$ cat config.mk
export PLATFORM = sky130hd
export DESIGN_NAME = shift_acc
export DESIGN_NICKNAME = d
export VERILOG_FILES = /design/src/rtl/shift_acc.sv
export SDC_FILE = /design/constraint.sdc
export NUM_CORES = 1
export LEC_CHECK = 0
export CELL_PAD_IN_SITES_DETAIL_PLACEMENT = 2
export CELL_PAD_IN_SITES_GLOBAL_PLACEMENT = 2
export CORE_MARGIN = 1.5
export CORE_UTILIZATION = 34
export CTS_CLUSTER_DIAMETER = 50
export DETAILED_ROUTE_END_ITERATION = 10
export GPL_TIMING_DRIVEN = 0
export PLACE_DENSITY_LB_ADDON = 0.15
export SYNTH_ARGS = -nofsm -noshare
export SYNTH_HDL_FRONTEND = slang
export SYNTH_SLANG_ARGS = --single-unit
export TNS_END_PERCENT = 20
$ cat constraint.sdc
create_clock -name clk -period 4.05 [get_ports clk]
set_clock_uncertainty 0.1 [all_clocks]
set_input_delay 0.81 -clock clk [delete_from_list [all_inputs] [get_ports clk]]
set_output_delay 0.81 -clock clk [all_outputs]
set_load 0.05 [all_outputs]
$ cat src/rtl/shift_acc.sv
// Bit-serial shift accumulator: folds one signed partial sum per input
// bit-plane (sign plane first) into a two's-complement MAC result and hands
// it downstream through a valid/ready output register.
module shift_acc #(
   parameter int unsigned PSUM_WIDTH = 16,
   parameter int unsigned ACC_WIDTH  = 48
) (
   input  logic                  clk,
   input  logic                  rst_n,
   input  logic                  start_acc,
   input  logic                  inwidth,
   input  logic                  psum_valid,
   input  logic [PSUM_WIDTH-1:0] psum,
   output logic                  res_valid,
   output logic [ACC_WIDTH-1:0]  res_data,
   input  logic                  res_ready,
   output logic                  busy,
   output logic                  err,
   input  logic                  err_clr
);

   typedef enum logic [1:0] {
      IDLE  = 2'd0,
      ACCUM = 2'd1,
      HOLD  = 2'd2
   } state_t;

   state_t                 state_q, state_d;
   logic                   n24_q, n24_d;
   logic [4:0]             k_q, k_d;
   logic [ACC_WIDTH-1:0]   acc_q, acc_d;
   logic                   res_valid_q, res_valid_d;
   logic [ACC_WIDTH-1:0]   res_data_q, res_data_d;
   logic                   err_q, err_d;

   logic [ACC_WIDTH-1:0]   p_ext;
   logic [ACC_WIDTH-1:0]   acc_next;
   logic                   beat;
   logic                   last;
   logic                   drain;
   logic                   err_set;

   assign p_ext = {{(ACC_WIDTH-PSUM_WIDTH){psum[PSUM_WIDTH-1]}}, psum};

   // Next-state, datapath and output-register control
   always_comb begin
      state_d     = state_q;
      n24_d       = n24_q;
      k_d         = k_q;
      acc_d       = acc_q;
      res_valid_d = res_valid_q;
      res_data_d  = res_data_q;

      drain    = res_valid_q & res_ready;
      beat     = (state_q == ACCUM) & psum_valid & ~start_acc;
      last     = (k_q == (n24_q ? 5'd23 : 5'd11));
      acc_next = (k_q == 5'd0) ? ('0 - p_ext) : ((acc_q << 1) + p_ext);

      err_set = (start_acc & (state_q != IDLE))
              | (psum_valid & (state_q != ACCUM))
              | (psum_valid & start_acc);

      if (drain) res_valid_d = 1'b0;

      unique case (state_q)
         IDLE: begin
            if (start_acc) begin
               n24_d   = inwidth;
               k_d     = '0;
               acc_d   = '0;
               state_d = ACCUM;
            end
         end
         ACCUM: begin
            if (beat) begin
               acc_d = acc_next;
               k_d   = k_q + 5'd1;
               if (last) begin
                  k_d = '0;
                  if (!res_valid_q || drain) begin
                     res_data_d  = acc_next;
                     res_valid_d = 1'b1;
                     state_d     = IDLE;
                  end else begin
                     state_d = HOLD;
                  end
               end
            end
         end
         HOLD: begin
            if (drain) begin
               res_data_d  = acc_q;
               res_valid_d = 1'b1;
               state_d     = IDLE;
            end
         end
         default: state_d = IDLE;
      endcase

      err_d = err_set ? 1'b1 : (err_clr ? 1'b0 : err_q);
   end

   // State and datapath registers with synchronous active-low reset
   always_ff @(posedge clk) begin
      if (!rst_n) begin
         state_q     <= IDLE;
         n24_q       <= 1'b0;
         k_q         <= '0;
         acc_q       <= '0;
         res_valid_q <= 1'b0;
         res_data_q  <= '0;
         err_q       <= 1'b0;
      end else begin
         state_q     <= state_d;
         n24_q       <= n24_d;
         k_q         <= k_d;
         acc_q       <= acc_d;
         res_valid_q <= res_valid_d;
         res_data_q  <= res_data_d;
         err_q       <= err_d;
      end
   end

   assign res_valid = res_valid_q;
   assign res_data  = res_data_q;
   assign busy      = (state_q != IDLE);
   assign err       = err_q;

endmodule

==> results.txt, run 1 <==
* Status: finished, final reports clean
- Most prevalent standard cell on the critical path: sky130_fd_sc_hd__a21o_1
- CTS tree: yes
* Post-synthesis xor/xnor area fraction: 6.05%
- After synthesis, flip-flops and latches occupy 26.7% of the total area.
- The routed layout has 8727 vias.
- The synthesized netlist devotes 30.8% of its cell area to compound gates.
- Total CTS buffers: 9
- The clock reaches the later pin of the worst-skew pair after 370 ps.
- Critical Path RT: 4220 ps
- Average wire per cell in the routed design: 25.3 um
- Synth unique cells: 81
* Post-Layout Inst Area: 9560 um^2
* Total I/O pin count: 74
- Hold Buf Count CTS: 0
- Total Wirelength: 37000 um
- Total number of nets in the final design: 1217
- VDD IR max: 0.000191 V
- The synthesized design contains 0 enable-type register cells.
- The cell count after synthesis came out at 1049.
* Mean instance size in the synthesized netlist: 7.59 um^2
- Summed over all layers, the global routing overflow is 0.
- Timing analysis after detailed placement gives a worst setup slack of -710 ps.
- Setup slack closes at 139 ps.
- The initial utilization of the core area, before any placement, comes to 34.9%.
- Final HPWL DP: 28000 um
- In the routed design, unresolved DRC markers number 0.
- After synthesis, the largest area contributor takes up 26.7% of total cell area.
- Of all nets on the critical path, the largest fanout is 5.
* Htree depth: 3
* Proportion of synthesized flip-flops having asynchronous set or reset: 0%
- The clock drives 106 sinks.
* Total core area: 22800 um^2
- Static timing analysis puts the maximum clock frequency at 256 MHz.
- Horizontal die dimension: 156 um
- Static Leakage: 3.80 nW
- Transition time at the pin with the least slew margin: 1070 ps
- Post-synthesis instance area: 7960 um^2
- Top routing layer in use: met4
* Primary FF master, synth: sky130_fd_sc_hd__dfxtp_1
- In the routed layout, each cell is associated on average with a via count of 5.98.
- The number of antenna violations at the first check in global routing is 0.
- Largest family of logic cells by synthesized area: compound AO/OA/AOI/OAI gates
- In this run the tightest slew margin relative to its limit is 28.5%.
- Number of global-route vias before repair: 9296
* Clock slew at the register clock pins of the worst setup and hold paths: 80 ps
- From synthesis to final layout, the design area changed by 20.2%.
- Max Buffers Root-to-Sink: 2
- Die height: 156 um
* 1st-iter DRT viols: 494
- Wire segments on met3 add up to 1620 um in the final route.
- Registers take 2120 um^2.
* Fraction of final layout cells with drive strength greater than 1: 7.59%
- Crit-path slowest cell: sky130_fd_sc_hd__clkdlybuf4s50_1
- Crit path DAT: 4080 ps
* Reg2reg path depth: 11
- Post-synthesis sequential element count: 106
- Hold_ws: 344 ps
- In the synthesized netlist, mux cells make up 0.881% of the area.
- The startpoint identified for the worst register-to-register timing path is state_q[1].
- R2r setup slk: 370 ps
- Port buffering added 72 buffers.
- Core Rows: 55
- The critical path starts at psum[5].
* Fraction of the mapped netlist area in simple logic gates: 23.1%
- Maximum capacitance violations: 0
- Entering global routing, the biggest net connects 37 pins.
- sky130_fd_sc_hd__dfxtp_1 takes more of the synthesized area than any other cell.
* WL met2: 17600 um
- Counting the fill cells in the layout gives 2666.
* First-pass GRT wire length: 56200 um
- Global router's overall resource usage: 30.7%
- Summing all multi-input logic gate instances after layout gives 5600 um^2.
- The final hold violation count came to 0.
- Period utilization: 96.6%
- The most critical setup path has its endpoint at res_data[35].
- Once detail routing completed, the nets flagged for antenna violations numbered 0.
- Arithmetic-cell share of the synthesized area counting full adders, half adders and majority gates: 8.43%
* Setup repair after global routing missed its margin: true
- Top post-synthesis cells by area: sky130_fd_sc_hd__dfxtp_1 (27%), sky130_fd_sc_hd__ha_1 (8.2%), sky130_fd_sc_hd__nand2_1 (6.6%)
* Power per unit of standard cell area: 325 nW/um^2
- Synthesized net count: 1125
- The tightest min-delay check is of the reg2reg type.
- The first TritonRoute pass finished after 5 iterations.
- The placed instances occupy a cell area of 9080 um^2.
- Post-route minimum period: 3910 ps
- The floorplan step defined a die boundary enclosing 24300 um^2.
- Traced cell by cell, the critical path runs through clkdlybuf4s50_1 -> ha_1 -> a21o_1 -> a221oi_4 -> a21oi_4 -> a2111oi_4 -> o41ai_4 -> o21bai_1 -> xor2_1 -> buf_4 -> a31oi_2 -> a21o_1.
- The worst setup path is captured at a register.
- Routability-driven placement finished with a final weighted congestion of 0.887.
- Final-report max-slew violation count: 0
* Routed length on met1: 16500 um
- The Yosys step of the flow raised 0 warnings.
- The worst register-to-register path ends at k_q[1].
- The root buffer cell chosen for the clock tree is sky130_fd_sc_hd__clkbuf_16.
* Category of the most critical setup path: in2reg
* Endpoints failing setup: 0
* Total Negative Setup Slacks: 0 ps
* Nature of the critical path startpoint: primary input
- Maximum single-stage delay on the critical path: 490 ps
registers in the layout, summed over array words and instances (netlist names):
name       cells
k_q            5
acc_q         48
n24_q          1
state_q        2
res_valid      1
err            1
res_data      48
kinds of logic after synthesis:
kind of cell               after synthesis
and+or+nand+nor                        375
muxes                                    7
adders and majority gates               53
buffers and inverters                   81
xor gates and xnor gates                55
DFF                                    106
AOI/OAI and AO/OA                      372
cell usage after synthesis, drive strengths merged (3+ instances only):
| master | instances |
|---|---|
| a31o | 4 |
| a221o | 5 |
| nor3 | 22 |
| nand2 | 141 |
| o22ai | 3 |
| ha | 52 |
| xor2 | 30 |
| buf | 18 |
| and2 | 21 |
| inv | 20 |
| nor4 | 7 |
| dfxtp | 106 |
| clkbuf | 42 |
| a211oi | 8 |
| o21ai | 96 |
| nand4 | 13 |
| or2 | 6 |
| and3 | 7 |
| a22o | 3 |
| a21boi | 18 |
| nor2b | 20 |
| o221ai | 12 |
| o21a | 14 |
| nand2b | 7 |
| a21oi | 106 |
| o31ai | 12 |
| a221oi | 4 |
| mux2i | 7 |
| nor3b | 3 |
| or3 | 8 |
| o211a | 5 |
| or4 | 3 |
| o21bai | 9 |
| a31oi | 11 |
| a21o | 17 |
| o211ai | 9 |
| a22oi | 14 |
| nor2 | 76 |
| xnor2 | 25 |
| nand3 | 33 |
timing repair:
item	in CTS	in global routing
pin swaps	4	8
setup buffers	5	3
gates resized for setup	11	9
endpoints found under the setup margin	32	37
report_power, final:
group / total (mW) / internal (mW) / switching [mW]
logic: 0.940 / 0.278 / 0.662
clock network: 1.03 / 0.551 / 0.478
registers: 1.14 / 1.09 / 0.0430
through the flow:
| stage | total power [mW] | std cells | utilization [%] |
|---|---|---|---|
| after CTS | 3.10 | 1456 | 41.7 |
| after floorplan | 1.70 | 1049 | - |
| final | 3.11 | 1460 | 42.0 |
| after detailed placement | 2.08 | 1435 | 39.9 |
| after global placement | 2.05 | 1434 | 39.8 |
| after global routing | 3.20 | 1459 | 42.0 |
area by class of cell:
class | instances | area share [%]
clock buffer | 9 | 2.35
sequential | 106 | 22.2
multi-input combinational | 862 | 58.6
antenna | 1 | 0.0262
buffer | 60 | 2.58
tap | 313 | 4.09
timing repair buffer | 81 | 8.35
inverter | 21 | 0.824
clock inverter | 7 | 1.03
metal layers:
metal  track usage (%)  vias up
met5                 0        -
met4              10.4        0
met3              4.00       70
met2              52.4      240
met1              39.7     4408
li1                  -     4009
critical path: cells and delay by family:
family / cells / cell delay (ps)
adder cells (fa/ha/maj): 1 / 400
buffers and inverters: 2 / 650
XOR/XNOR: 1 / 180
AO/OA/AOI/OAI: 8 / 2030
worst min path at each step:
stage / cells after the start / endpoint / slack (ps) / startpoint
after floorplan: 2 / acc_q[47] / 340 / acc_q[47]
after global placement: 2 / res_data[23] / 330 / res_data[23]
after detailed placement: 2 / res_data[38] / 340 / res_data[38]
after CTS: 2 / res_data[38] / 350 / res_data[38]
after global routing: 2 / res_data[21] / 380 / res_data[21]
final: 2 / res_data[38] / 340 / res_data[38]
layout by cell type, fill, tap and decap left out, drive strengths merged, types with 8 or more instances in the layout:
master | synthesis | routed
o211ai | 9 | 9
xnor2 | 25 | 25
o21bai | 9 | 9
ha | 52 | 52
clkbuf | 42 | 51
nor2 | 76 | 76
o221ai | 12 | 12
clkdlybuf4s50 | 0 | 69
a31oi | 11 | 11
xor2 | 30 | 30
nand4 | 13 | 13
a22oi | 14 | 14
o31ai | 12 | 12
or3 | 8 | 8
dfxtp | 106 | 106
o21ai | 96 | 96
nor2b | 20 | 20
a211oi | 8 | 8
a21boi | 18 | 18
o21a | 14 | 14
a21oi | 106 | 106
nand3 | 33 | 33
buf | 18 | 28
nand2 | 141 | 141
nor3 | 22 | 22
and2 | 21 | 21
a21o | 17 | 17
inv | 20 | 23
(Power assumes the default switching activity.)
==> inputs of run 2 (changes only) <==
GPL_TIMING_DRIVEN = unset   (was 0)
PLACE_DENSITY = 0.79   (was unset)
PLACE_DENSITY_LB_ADDON = unset   (was 0.15)
==> run 2 against run 1 <==
Highest routed layer unchanged; power is 2.8% lower; largest power group unchanged; worst hold slack better by 1.1 ps; critical path depth is 2 higher; utilization is 2.5 points higher.
==> results.txt, run 2 (synthesized netlist as in run 1, its figures left out) <==
* Total core area: 22800 um^2 (unchanged)
- The number of filler cells placed in the layout was 2586 (-3.0%).
- Total Negative Setup Slacks: 0 ps (unchanged)
* Share of total power in the clock network: 31.2% (-1.9 points)
- VDD IR max: 0.000178 V (-6.8%)
- Die area: 24300 um^2 (unchanged)
* Maximum single-stage delay on the critical path: 470 ps (-20 ps)
- The total of endpoints with negative setup slack in the final report is 0 (unchanged).
* Static Leakage: 4.18 nW (+10%)
- The via count is 8802 (+0.86%).
- Placer congestion estimate: 0.882 (-0.52%)
- The library cell used most frequently in the layout, excluding fill and tap cells, is sky130_fd_sc_hd__nand2_1.
- Total Wirelength: 35000 um (-5.4%)
* Category of the most critical setup path: in2reg
- The pin slew with the least headroom to its limit was 645 ps (-427 ps).
- The number of antenna cells inserted was 0 (-1).
- CTS tree: yes
* Final cell count without fillers: 1511 (+3.5%)
- Switching power of the nets: 1.11 mW (-6.4%)
* Total CTS buffers: 9 (unchanged)
* Hold WC Path Type: reg2reg
- The endpoint arrival time on the critical path is 4040 ps (-40 ps).
- Average wire per cell in the routed design: 23.1 um (-8.6%)
- R2R Path Start: acc_q[0]
* First-pass GRT wire length: 55500 um (-1.3%)
- Crit path from: psum[1]
- Core Rows: 55 (unchanged)
* Count of input and output buffers: 73 (+1.4%)
* Max Buffers Root-to-Sink: 2 (unchanged)
* Number of optimization iterations in the first detailed-route pass: 5 (unchanged)
- Htree depth: 3 (unchanged)
- The final hold violation count was 0 (unchanged).
- The number of top-level pins is 74 (unchanged).
- The internal power of the cells was 1.91 mW (-0.51%).
- The total instance count after detailed placement came to 1495 (+4.2%).
- Ordered cell list for the critical path: clkdlybuf4s50_1 -> ha_2 -> fa_2 -> a21o_1 -> a221oi_2 -> buf_4 -> a21oi_2 -> a2111oi_4 -> o41ai_4 -> buf_4 -> o21ai_2 -> and3_1 -> nor3_2 -> o311a_1
- The residual overflow from global routing is 0 (unchanged).
* Type of destination of the critical path: register
* Clock insertion delay at the later pin of the skew report: 380 ps (about the same)
* Number of antenna violations at the first check in global routing: 0 (unchanged)
- Relative contribution of sequential cells to total power: 37.4% (+0.8 points)
- Period utilization: 96.0% (-0.59 points)
- Hold Path Origin: res_data[31]
- Die height: 156 um (unchanged)
- The slowest stage of the critical path is the sky130_fd_sc_hd__a2111oi_4 cell.
* Max transition margin: 56.9% (+28 points)
- Post-route ant nets: 0 (unchanged)
- Top library cells by usage in the layout, fill and taps aside: sky130_fd_sc_hd__nand2_1 (139), sky130_fd_sc_hd__buf_4 (118), sky130_fd_sc_hd__dfxtp_1 (106)
- Critical Path RT: 4210 ps (about the same)
- The critical-path maximum fanout came to 5 (unchanged).
* Largest net degree at the start of global routing: 91 (+150%)
- CTS placed an instance of sky130_fd_sc_hd__clkbuf_16 at the clock tree root.
* Area grow syn2layout: 27.3%
- Post-route minimum period: 3890 ps (-23.7 ps)
* Clock slew at the register clock pins of the worst setup and hold paths: 80 ps (about the same)
- Global router's overall resource usage: 29.5% (-1.2 points)
- The post-CTS setup buffer count is 0 (-5).
- Power share of the combinational group: 31.4% (+1.1 points)
* Number of clock sinks seen by CTS: 106 (unchanged)
- Most prevalent standard cell on the critical path: sky130_fd_sc_hd__buf_4
* Nature of the critical path startpoint: primary input
* Total number of nets in the final design: 1269 (+4.3%)
- The starting density of the core was 34.9% (unchanged).
* Number of global-route vias before repair: 9838 (+5.8%)
- The switching share of power is 36.6% (-1.4 points).
- The number of remaining DRC errors came to 0 (unchanged).
* 1st-iter DRT viols: 483 (-2.2%)
* Worst setup slack after placement: -229 ps (+481 ps)
* Status: finished, final reports clean
* Placed standard-cell area: 9780 um^2 (+7.6%)
* Maximum frequency from static timing analysis: 257 MHz (+0.61%)
- Horizontal die dimension: 156 um (unchanged)
- Final worst setup slack: 162 ps (+23.7 ps)
- The final max-slew violation count came to 0 (unchanged).
- The placed wire-length estimate is 26100 um (-6.7%).
* Fraction of final layout cells with drive strength greater than 1: 15.3% (+7.7 points)
- Maximum capacitance violations: 0 (unchanged)
- The vias per cell was 5.83 (-2.5%).
- The final instance area is 10100 um^2 (+5.9%).
* Power per unit of standard cell area: 298 nW/um^2 (-8.2%)
==> run 2: cell count changes in the layout (fill, tap and decap cells not counted), sizes merged <==
cell | before | now
clkinv | 3 | 1
buf | 28 | 121
clkdlybuf4s50 | 69 | 72
inv | 23 | 21
clkbuf | 51 | 11
bufinv | 2 | 1
clkinvlp | 0 | 3
dlymetal6s2s | 2 | 0
diode | 1 | 0
==> run 2: worst paths after layout <==
check / end / slack [ps] / cells past startpoint
setup / recovery: acc_q[39] / 160 / 14
hold / removal: res_data[31] / 340 / 2
setup reg to reg: acc_q[39] / 730 / 13
hold reg to reg: res_data[31] / 340 / 2
==> run 2: area by class of cell <==
class	count	area, um^2	area share (%)
Multi-Input combinational cell	862	5580	55.1
Sequential cell	106	2120	21.0
Timing Repair Buffer	193	1650	16.3
Tap cell	313	392	3.87
Clock buffer	11	243	2.40
Inverter	21	78.8	0.778
Clock inverter	5	61.3	0.605
==> run 2: per-stage QoR <==
stage	total power [mW]	hold WS (ps)	util, %
final	3.02	345	44.5
after global placement	2.06	323	42.9
after CTS	3.04	357	44.3
after global routing	3.15	381	44.5
after floorplan	1.70	344	-
after detailed placement	2.09	345	42.9
==> run 2: timing repair <==
item,in CTS,in global routing
gates resized for setup,0,9
hold buffers,0,0
setup endpoints to repair,0,14
==> run 2: per-layer routing <==
layer	GRT usage (%)	share of wire (%)
met1	37.6	45
met2	51.7	49
met3	3.28	3.9
met4	9.30	2.3
met5	0	0
==> run 2: critical path, delay by kind of cell <==
kind | cells | cell delay, ps
AO/OA/AOI/OAI | 7 | 1600
adder cells (fa/ha/maj) | 2 | 570
buffers and inverters | 3 | 800
AND/OR/NAND/NOR | 2 | 240
==> run 2: power by group through the flow <==
stage | combinational, mW | clock (mW) | sequential (mW)
floorplan | 0.400 | 0 | 1.30
detailed placement | 0.934 | 0 | 1.15
global route | 1.02 | 0.995 | 1.14
global placement | 0.904 | 0 | 1.15
finish | 0.949 | 0.942 | 1.13
CTS | 0.945 | 0.968 | 1.13
==> inputs of run 3 (changes only) <==
CORE_UTILIZATION = 37   (was 34)
PLACE_DENSITY = 0.86   (was 0.79)
clock period = 4.8 ns   (was 4.05 ns; I/O delays follow)
==> run 3 against run 2 <==
Routed wire length shrank 5.9%; critical path depth shrank 2; critical endpoint is now acc_q[29]; highest routed layer unchanged; via count shrank 3.2%; register-to-register slack gained 480 ps.
==> results.txt, run 3 (synthesized netlist as in run 1, its figures left out) <==
- In this run the critical register-to-register path is launched from acc_q[0].
* Maximum fanout encountered on the critical timing path: 5 (unchanged)
* Placed standard-cell area: 9020 um^2 (-7.7%)
- The placement row count came to 53 (-3.6%).
- The total iterations of the first detailed-routing run is 5 (unchanged).
* Worst reg2reg endpoint: acc_q[29]
* Most common library cell in the layout ignoring fill and taps: sky130_fd_sc_hd__nand2_1
* Timing endpoint of the critical path: acc_q[29]
- The die width is 150 um (-4.1%).
* Number of antenna violations at the first check in global routing: 0 (unchanged)
- Transition time at the pin with the least slew margin: 929 ps (+283 ps)
- The final instance area came to 9330 um^2 (-7.8%).
- Average wire per cell in the routed design: 23.8 um (+2.9%)
- Leaving out fill and tap cells, the most frequent cells in the layout are sky130_fd_sc_hd__nand2_1 (139), sky130_fd_sc_hd__dfxtp_1 (106), sky130_fd_sc_hd__a21oi_1 (103).
- Crit path DAT: 4490 ps (+450 ps)
- Category of the most critical setup path: in2reg
- Power per unit of standard cell area: 271 nW/um^2 (-9.0%)
- The number of remaining DRC errors came to 0 (unchanged).
* Post-CTS setup-driven buffer insertion count: 0 (unchanged)
* Reg2reg path depth: 11 (-2)
- Clock tree synthesis selected as its root buffer the cell sky130_fd_sc_hd__clkbuf_16.
* Final HPWL DP: 24100 um (-7.5%)
- The number of max-cap violations was 0 (unchanged).
* Static Leakage: 3.72 nW (-11%)
* Post-route ant nets: 0 (unchanged)
* Global router's overall resource usage: 30.1% (+0.66 points)
- First-pass GRT wire length: 52000 um (-6.3%)
- The final net count is 1177 (-7.2%).
* Fraction of final layout cells with drive strength greater than 1: 7.59% (-7.7 points)
- The maximum buffer depth of the clock tree is 2 (unchanged).
* Nature of the critical path startpoint: primary input
* Htree depth: 3 (unchanged)
- N_diodes: 0 (unchanged)
- The number of hold-repair buffers added at the cts stage is 0 (unchanged).
- The worst setup path is captured at a register.
- The post-route setup TNS was 0 ps (unchanged).
* Initial cell density of the core: 37.7% (+2.8 points)
* Number of gates given a new drive strength after cts: 0 (unchanged)
- Tracing the worst setup path back leads to its startpoint at psum[1].
- Placer congestion estimate: 0.931 (+5.5%)
- The final wirelength came to 32900 um (-5.9%).
* VDD IR max: 0.000184 V (+3.2%)
- CTS tree: yes
- Largest net degree at the start of global routing: 41 (-55%)
- The smallest clock period supported by the final layout is computed as 4350 ps.
* Vias per Instance: 6.17 (+5.9%)
* Final number of hold-violating endpoints: 0 (unchanged)
- The via count came to 8521 (-3.2%).
- The source-to-sink clock delay at the later pin of the worst-skew pair is 380 ps (about the same).
- The residual overflow from global routing is 0 (unchanged).
- Total CTS buffers: 9 (unchanged)
- Setup repair after global routing missed its margin: false
* Critical Path RT: 4940 ps (+730 ps)
- The iteration-0 DRC count of the detailed router was 490 (+1.4%).
- Final-report max-slew violation count: 0 (unchanged)
- In the finished design, the share of the clock period the worst path needs comes to 90.6%.
- Die area: 22400 um^2 (-8.0%)
- R2r setup slk: 1210 ps (+480 ps)
* Hold WC Path Type: reg2reg
- Number of global-route vias before repair: 9212 (-6.4%)
- Number of clock sinks seen by CTS: 106 (unchanged)
- The area of the placeable core is 21100 um^2 (-7.4%).
- From synthesis to final layout, the design area changed by 17.3%.
- The total of endpoints with negative setup slack in the final report is 0 (unchanged).
* Die height: 150 um (-4.1%)
- Clock slew at the register clock pins of the worst setup and hold paths: 90 ps (about the same)
* Status: finished, final reports clean
- Max transition margin: 37.8% (-19 points)
- Total I/O pin count: 74 (unchanged)
- Maximum frequency from static timing analysis: 230 MHz
- Count of input and output buffers: 73 (unchanged)
## run 3: cell count changes in the layout (fill, tap and decap cells not counted), sizes merged
cell and change:
buf -92, clkbuf -2, clkinv +2, clkinvlp -3, inv +3
## run 3: worst max-delay path: stages
cell,delay (ps)
sky130_fd_sc_hd__clkdlybuf4s50_1,470
sky130_fd_sc_hd__ha_1,280
sky130_fd_sc_hd__fa_1,420
sky130_fd_sc_hd__a21o_1,220
sky130_fd_sc_hd__a221oi_2,460
sky130_fd_sc_hd__o21ai_0,280
sky130_fd_sc_hd__o21a_1,360
sky130_fd_sc_hd__a31o_2,320
sky130_fd_sc_hd__xnor2_1,220
sky130_fd_sc_hd__nor2_1,90
sky130_fd_sc_hd__o21ai_0,230
sky130_fd_sc_hd__a21boi_0,160
## run 3: power breakdown
part           switching, mW  internal [mW]
clock network          0.410          0.417
registers             0.0280          0.923
logic                  0.518          0.236
## run 3: layout make-up
type / count / area (um^2)
Sequential cell: 106 / 2120
Clock inverter: 7 / 83.8
Timing Repair Buffer: 101 / 948
Multi-Input combinational cell: 862 / 5530
Inverter: 21 / 78.8
Tap cell: 275 / 344
Clock buffer: 9 / 225
Fill cell: 2413 / 11800
## run 3: worst min-delay path by stage
stage	cells past startpoint	from	slack, ps	endpoint
3_3_place_gp	2	res_data[23]	330	res_data[23]
3_5_place_dp	2	res_data[38]	350	res_data[38]
2_1_floorplan	2	acc_q[47]	340	acc_q[47]
5_1_grt	2	res_data[38]	370	res_data[38]
6_report	2	res_data[38]	350	res_data[38]
4_1_cts	2	res_data[38]	360	res_data[38]
## run 3: metrics by stage
step                      util, %  std cells  setup WS [ps]  hold WS, ps  power, mW
after floorplan                 -       1049           1190          344       1.43
after global placement       42.8       1365            308          327       1.69
after detailed placement     42.8       1365            222          347       1.71
after CTS                    44.3       1381            526          358       2.54
after global routing         44.3       1381            240          374       2.64
final                        44.3       1381            453          349       2.53
## run 3: metal layers
metal	global-route usage [%]	vias up	wire [um]
li1	-	3919	-
met1	39.2	4323	14900
met2	50.5	225	15500
met3	5.21	54	1670
met4	9.61	0	821
met5	0	-	0
